<file path="src/rtl/ysyx_23060201_pkg.sv">
// rtl/ysyx_23060201_pkg.sv - shared widths, source IDs and arbitration helper
package ysyx_23060201_pkg;

  localparam int DEF_GPR_ADDR_WIDTH = 5;
  localparam int DEF_DATA_WIDTH     = 32;

  // Writeback source identifiers; also the encoding of the round-robin pointer.
  typedef enum logic {
    SRC_EXU = 1'b0,
    SRC_LSU = 1'b1
  } src_e;

  // LSU wins when it is the only requester, or when both request and EXU was served last.
  function automatic logic lsu_wins(input logic exu_v, input logic lsu_v, input src_e last_src);
    return lsu_v && (!exu_v || (last_src == SRC_EXU));
  endfunction

endpackage

</file>
<file path="src/rtl/ysyx_23060201_scoreboard.sv">
// rtl/ysyx_23060201_scoreboard.sv - pending-register scoreboard, hazard check and sticky writeback error
module ysyx_23060201_scoreboard
  import ysyx_23060201_pkg::*;
#(
  parameter int GPR_ADDR_WIDTH = DEF_GPR_ADDR_WIDTH
) (
  input  logic                      clk,
  input  logic                      rst,
  input  logic                      i_iss_valid,
  input  logic                      i_iss_wen,
  input  logic [GPR_ADDR_WIDTH-1:0] i_iss_rd,
  input  logic [1:0]                i_iss_ren,
  input  logic [GPR_ADDR_WIDTH-1:0] i_iss_rs1,
  input  logic [GPR_ADDR_WIDTH-1:0] i_iss_rs2,
  output logic                      o_iss_ready,
  input  logic                      i_wb_fire,
  input  logic [GPR_ADDR_WIDTH-1:0] i_wb_rd,
  input  logic                      i_clr_en,
  input  logic [GPR_ADDR_WIDTH-1:0] i_clr_addr,
  output logic                      o_sb_busy,
  output logic                      o_wb_err
);

  localparam int NREG = 1 << GPR_ADDR_WIDTH;

  logic [NREG-1:0] r_pend;
  logic [NREG-1:0] w_set_mask;
  logic [NREG-1:0] w_clr_mask;
  logic [NREG-1:0] w_pend_nxt;
  logic            w_iss_ready;
  logic            w_set;
  logic            r_wb_err;

  // Hazard check: stall on any enabled source or destination that still has a write outstanding.
  always_comb begin
    w_iss_ready = !((i_iss_ren[0] && r_pend[i_iss_rs1]) ||
                    (i_iss_ren[1] && r_pend[i_iss_rs2]) ||
                    (i_iss_wen    && r_pend[i_iss_rd]));
    w_set       = i_iss_valid && w_iss_ready && i_iss_wen && (i_iss_rd != '0);
  end

  // Next pending vector: set is applied after clear so a same-cycle set wins; x0 never pends.
  always_comb begin
    w_set_mask = '0;
    w_clr_mask = '0;
    if (w_set) begin
      w_set_mask[i_iss_rd] = 1'b1;
    end
    if (i_clr_en) begin
      w_clr_mask[i_clr_addr] = 1'b1;
    end
    w_pend_nxt    = (r_pend & ~w_clr_mask) | w_set_mask;
    w_pend_nxt[0] = 1'b0;
  end

  // Pending vector register.
  always_ff @(posedge clk) begin
    if (rst) begin
      r_pend <= '0;
    end else begin
      r_pend <= w_pend_nxt;
    end
  end

  // Sticky error: a writeback arrived for a register nobody issued a write to.
  always_ff @(posedge clk) begin
    if (rst) begin
      r_wb_err <= 1'b0;
    end else if (i_wb_fire && !r_pend[i_wb_rd]) begin
      r_wb_err <= 1'b1;
    end
  end

  assign o_iss_ready = w_iss_ready;
  assign o_sb_busy   = |r_pend;
  assign o_wb_err    = r_wb_err;

endmodule

</file>
<file path="src/rtl/ysyx_23060201_gpr_wb_arb.sv">
// rtl/ysyx_23060201_gpr_wb_arb.sv - EXU/LSU writeback arbiter with registered GPR write port
module ysyx_23060201_gpr_wb_arb
  import ysyx_23060201_pkg::*;
#(
  parameter int GPR_ADDR_WIDTH = DEF_GPR_ADDR_WIDTH,
  parameter int DATA_WIDTH     = DEF_DATA_WIDTH
) (
  input  logic                      clk,
  input  logic                      rst,
  input  logic                      iss_valid,
  input  logic                      iss_wen,
  input  logic [GPR_ADDR_WIDTH-1:0] iss_rd,
  input  logic [1:0]                iss_ren,
  input  logic [GPR_ADDR_WIDTH-1:0] iss_rs1,
  input  logic [GPR_ADDR_WIDTH-1:0] iss_rs2,
  output logic                      iss_ready,
  input  logic                      exu_valid,
  input  logic [GPR_ADDR_WIDTH-1:0] exu_rd,
  input  logic [DATA_WIDTH-1:0]     exu_data,
  output logic                      exu_ready,
  input  logic                      lsu_valid,
  input  logic [GPR_ADDR_WIDTH-1:0] lsu_rd,
  input  logic [DATA_WIDTH-1:0]     lsu_data,
  output logic                      lsu_ready,
  output logic                      gpr_wen,
  output logic [GPR_ADDR_WIDTH-1:0] gpr_waddr,
  output logic [DATA_WIDTH-1:0]     gpr_wdata,
  output logic                      sb_busy,
  output logic                      wb_err
);

  src_e                      r_last;
  logic                      w_grant_exu;
  logic                      w_grant_lsu;
  logic                      w_xfer;
  logic [GPR_ADDR_WIDTH-1:0] w_xfer_rd;
  logic [DATA_WIDTH-1:0]     w_xfer_data;
  logic                      w_wb_fire;
  logic                      r_gpr_wen;
  logic [GPR_ADDR_WIDTH-1:0] r_gpr_waddr;
  logic [DATA_WIDTH-1:0]     r_gpr_wdata;

  // Grants come only from the valids and the pointer, never from a ready, so there is no loop.
  always_comb begin
    w_grant_lsu = lsu_wins(exu_valid, lsu_valid, r_last);
    w_grant_exu = exu_valid && !w_grant_lsu;
    w_xfer      = w_grant_exu || w_grant_lsu;
    w_xfer_rd   = w_grant_lsu ? lsu_rd   : exu_rd;
    w_xfer_data = w_grant_lsu ? lsu_data : exu_data;
    w_wb_fire   = w_xfer && (w_xfer_rd != '0);
  end

  // Round-robin pointer remembers the last source actually served; reset leaves EXU favoured.
  always_ff @(posedge clk) begin
    if (rst) begin
      r_last <= SRC_LSU;
    end else if (w_xfer) begin
      r_last <= w_grant_lsu ? SRC_LSU : SRC_EXU;
    end
  end

  // GPR write register: one-cycle pulse per accepted non-x0 writeback, address/data hold otherwise.
  always_ff @(posedge clk) begin
    if (rst) begin
      r_gpr_wen   <= 1'b0;
      r_gpr_waddr <= '0;
      r_gpr_wdata <= '0;
    end else begin
      r_gpr_wen <= w_wb_fire;
      if (w_wb_fire) begin
        r_gpr_waddr <= w_xfer_rd;
        r_gpr_wdata <= w_xfer_data;
      end
    end
  end

  // The pending bit is released by the registered write, so readers unstall after the GPR is updated.
  ysyx_23060201_scoreboard #(
    .GPR_ADDR_WIDTH(GPR_ADDR_WIDTH)
  ) u_scoreboard (
    .clk        (clk),
    .rst        (rst),
    .i_iss_valid(iss_valid),
    .i_iss_wen  (iss_wen),
    .i_iss_rd   (iss_rd),
    .i_iss_ren  (iss_ren),
    .i_iss_rs1  (iss_rs1),
    .i_iss_rs2  (iss_rs2),
    .o_iss_ready(iss_ready),
    .i_wb_fire  (w_wb_fire),
    .i_wb_rd    (w_xfer_rd),
    .i_clr_en   (r_gpr_wen),
    .i_clr_addr (r_gpr_waddr),
    .o_sb_busy  (sb_busy),
    .o_wb_err   (wb_err)
  );

  assign exu_ready = w_grant_exu;
  assign lsu_ready = w_grant_lsu;
  assign gpr_wen   = r_gpr_wen;
  assign gpr_waddr = r_gpr_waddr;
  assign gpr_wdata = r_gpr_wdata;

endmodule

</file>
<file path="config.mk">
export PLATFORM = sky130hd
export DESIGN_NAME = ysyx_23060201_gpr_wb_arb
export DESIGN_NICKNAME = d
export VERILOG_FILES = /design/src/rtl/ysyx_23060201_pkg.sv /design/src/rtl/ysyx_23060201_scoreboard.sv /design/src/rtl/ysyx_23060201_gpr_wb_arb.sv
export SDC_FILE = /design/constraint.sdc
export NUM_CORES = 1
export LEC_CHECK = 0
export ABC_AREA = 1
export CAP_MARGIN = 15
export CORE_ASPECT_RATIO = 1.5
export CORE_MARGIN = 2
export CORE_UTILIZATION = 32
export DETAILED_ROUTE_END_ITERATION = 7
export PLACE_DENSITY_LB_ADDON = 0.25
export SETUP_SLACK_MARGIN = 0.05
export SYNTH_ARGS = -nofsm -noshare
export SYNTH_HDL_FRONTEND = slang
export SYNTH_SLANG_ARGS = --single-unit
export TNS_END_PERCENT = 5
</file>
<file path="constraint.sdc">
create_clock -name clk -period 2.53 [get_ports clk]
set_clock_uncertainty 0.2 [all_clocks]
set_input_delay 0.506 -clock clk [delete_from_list [all_inputs] [get_ports clk]]
set_output_delay 0.506 -clock clk [all_outputs]
set_load 0.02 [all_outputs]
</file>
==> run metrics <==
Sink Count 71; Fin. Hold Viols 0; CTS Buf Count 9; status finished clean; Area Overhead vs Synth 59.7%; vias in the first global route 5508; via count 5927; row cnt 54; # nets final 1074; maxcap violations 0; final WL 18.5 mm; Worst-Skew Late Latency 330 ps; Synth Cell Area 0.00469 mm²; Port Buf Inserts 139; Fmax 412 MHz; DRC violations left 0; final RePlAce weighted congestion 0.979; share of layout cells above drive strength 1 22.6%; crit share post-route 96.0%; TritonCTS clock tree yes; design area 0.00749 mm²; Crit Path Max Fanout 4; largest net degree at the start of global routing 65; global-route wire length before repair 28.9 mm; cell-internal power 0.00241 W; CP Launch Type flip-flop; CP arrival 1720 ps; Reg power frac 35.3%; CTS max path bufs 2; FF+latch count, synth 71; count leader, synth nand2_1; drt pass-1 iters 5; Worst Hold Slack 281 ps; Routed WL per cell 15.7 µm; Worst VDD drop 416 µV; Crit Path Class reg2out; CTS H-tree depth 3; Hold WC Path Type reg2reg; IO Count 140; ANT cells 0; Worst-path clk slew 60 ps; synth warn 0; post-synth top area share 30.3%; Gate power share 27.5%; Switching Fraction 30.3%; Cell Area, Placed 0.00689 mm²; Post-Place Worst Slack -839 ps; measured slew at the worst slew-check pin 419 ps; setup TNS 0 ps; Final Power 0.00346 W; setup violators final 0; Core Footprint 0.0145 mm²; initial antenna violation count 0; Critical Path End Type output port; Synth Flop Type dfxtp_1; die height 152 µm; Die Width 103 µm; P_leak 3.18 nW; area leader, netlist dfxtp_1; Max Slew Vio Count 0; clk root buf clkbuf_16; Antenna Nets Post-Route 0; Mapped Nets 853; RSZ-0062 raised after global routing true; GRT Total Usage 23.6%; post-synthesis cell type count 31; synth cell count leaders nand2_1 (207), nand3_1 (111), dfxtp_1 (71); sequential area share after synthesis 30.3%; Area contributors post-synth dfxtp_1 (30%), nand2_1 (17%), nand3_1 (12%); initial DRC count 327; # fillers 1496; post-DR vias/cell 5.03; min Tclk post-route 2430 ps; CP Data Required Time 1820 ps; dpl hpwl 13.8 mm; die area 0.0157 mm²; hold_buf cts 0; syn avg cell area 6.20 µm²; Async S/R FF share, synth 0%; PwrDens 462 mW/mm²; gr ovfl total 0; share of total power in the clock network 37.1%; relative slew slack 72.0%; Mapped Cells 756; NetSw 0.00105 W; Post-synth EDFFs 0; Worst Setup Slack, final 102 ps; Initial Utilization 32.4%
[registers in the layout, indices dropped and copies added, names as in the netlist]
signal                 flops
gpr_wdata                 32
u_scoreboard.r_pend       31
gpr_waddr                  5
gpr_wen                    1
r_last                     1
u_scoreboard.o_wb_err      1
[cell type report]
| class | count | area [µm²] | area share [%] |
|---|---|---|---|
| well taps | 196 | 245 | 3.27 |
| multi-input cells | 570 | 2820 | 37.7 |
| repair buffers | 250 | 2370 | 31.7 |
| clock buffers | 11 | 243 | 3.24 |
| inverters | 75 | 294 | 3.93 |
| flip-flops and latches | 71 | 1460 | 19.5 |
| clock inverters | 5 | 56.3 | 0.752 |
[worst max-delay path: stages (launching register included)]
cell and delay, ps:
dfxtp_1 340, inv_4 120, buf_6 110, nand4_1 100, nor4_2 340, nand4_1 180
buf_4 190
[routing by layer]
layer	track usage [%]	share of wire [%]	up-vias
li1	-	-	2984
met1	27.5	39	2646
met2	38.7	49	242
met3	5.64	6.5	55
met4	13.8	6.0	0
met5	0	0	-
[metrics by stage]
| stage | util (%) | std cells |
|---|---|---|
| finish | 51.8 | 1178 |
| global route | 51.8 | 1178 |
| CTS | 50.4 | 1167 |
| detailed placement | 47.7 | 1148 |
| global placement | 47.7 | 1148 |
| floorplan | - | 756 |
[power groups by stage]
| stage | clock [W] | sequential [W] | combinational (W) |
|---|---|---|---|
| 2_1_floorplan | 0 | 0.00132 | 0.000412 |
| 3_3_place_gp | 0 | 0.00125 | 0.000917 |
| 3_5_place_dp | 0 | 0.00125 | 0.000915 |
| 4_1_cts | 0.00131 | 0.00123 | 0.000931 |
| 5_1_grt | 0.00136 | 0.00123 | 0.00104 |
| 6_report | 0.00128 | 0.00122 | 0.000952 |
[cell families after synthesis]
family                 share of synthesized area, %
AOI/OAI and AO/OA                              20.2
buffers and inverters                          11.7
DFF                                            30.3
and+or+nand+nor                                37.8
[worst paths after layout]
check,endpoint,slack [ps],cells past startpoint,from
min reg2reg,r_last,280,2,r_last
max,sb_busy,100,6,u_scoreboard.r_pend[8]
min,r_last,280,2,r_last
max reg2reg,u_scoreboard.r_pend[29],300,15,u_scoreboard.r_pend[31]
[cell usage in the layout, fill, tap and decap left out, drive strengths merged, types with 19 or more instances in the layout]
cell type / n
a21oi: 42
a31oi: 32
buf: 113
clkbuf: 19
clkdlybuf4s50: 123
dfxtp: 71
inv: 75
nand2: 210
nand3: 120
nor2: 47
o21ai: 89
[what timing repair did]
action / CTS / global route
resized for setup: 41 / 106
endpoints found under the setup margin: 35 / 68
buffers inserted: 0 / 9
pin swaps: 1 / 29
cloned: 3 / 3
Note: power is estimated with default switching activity, not from simulation.
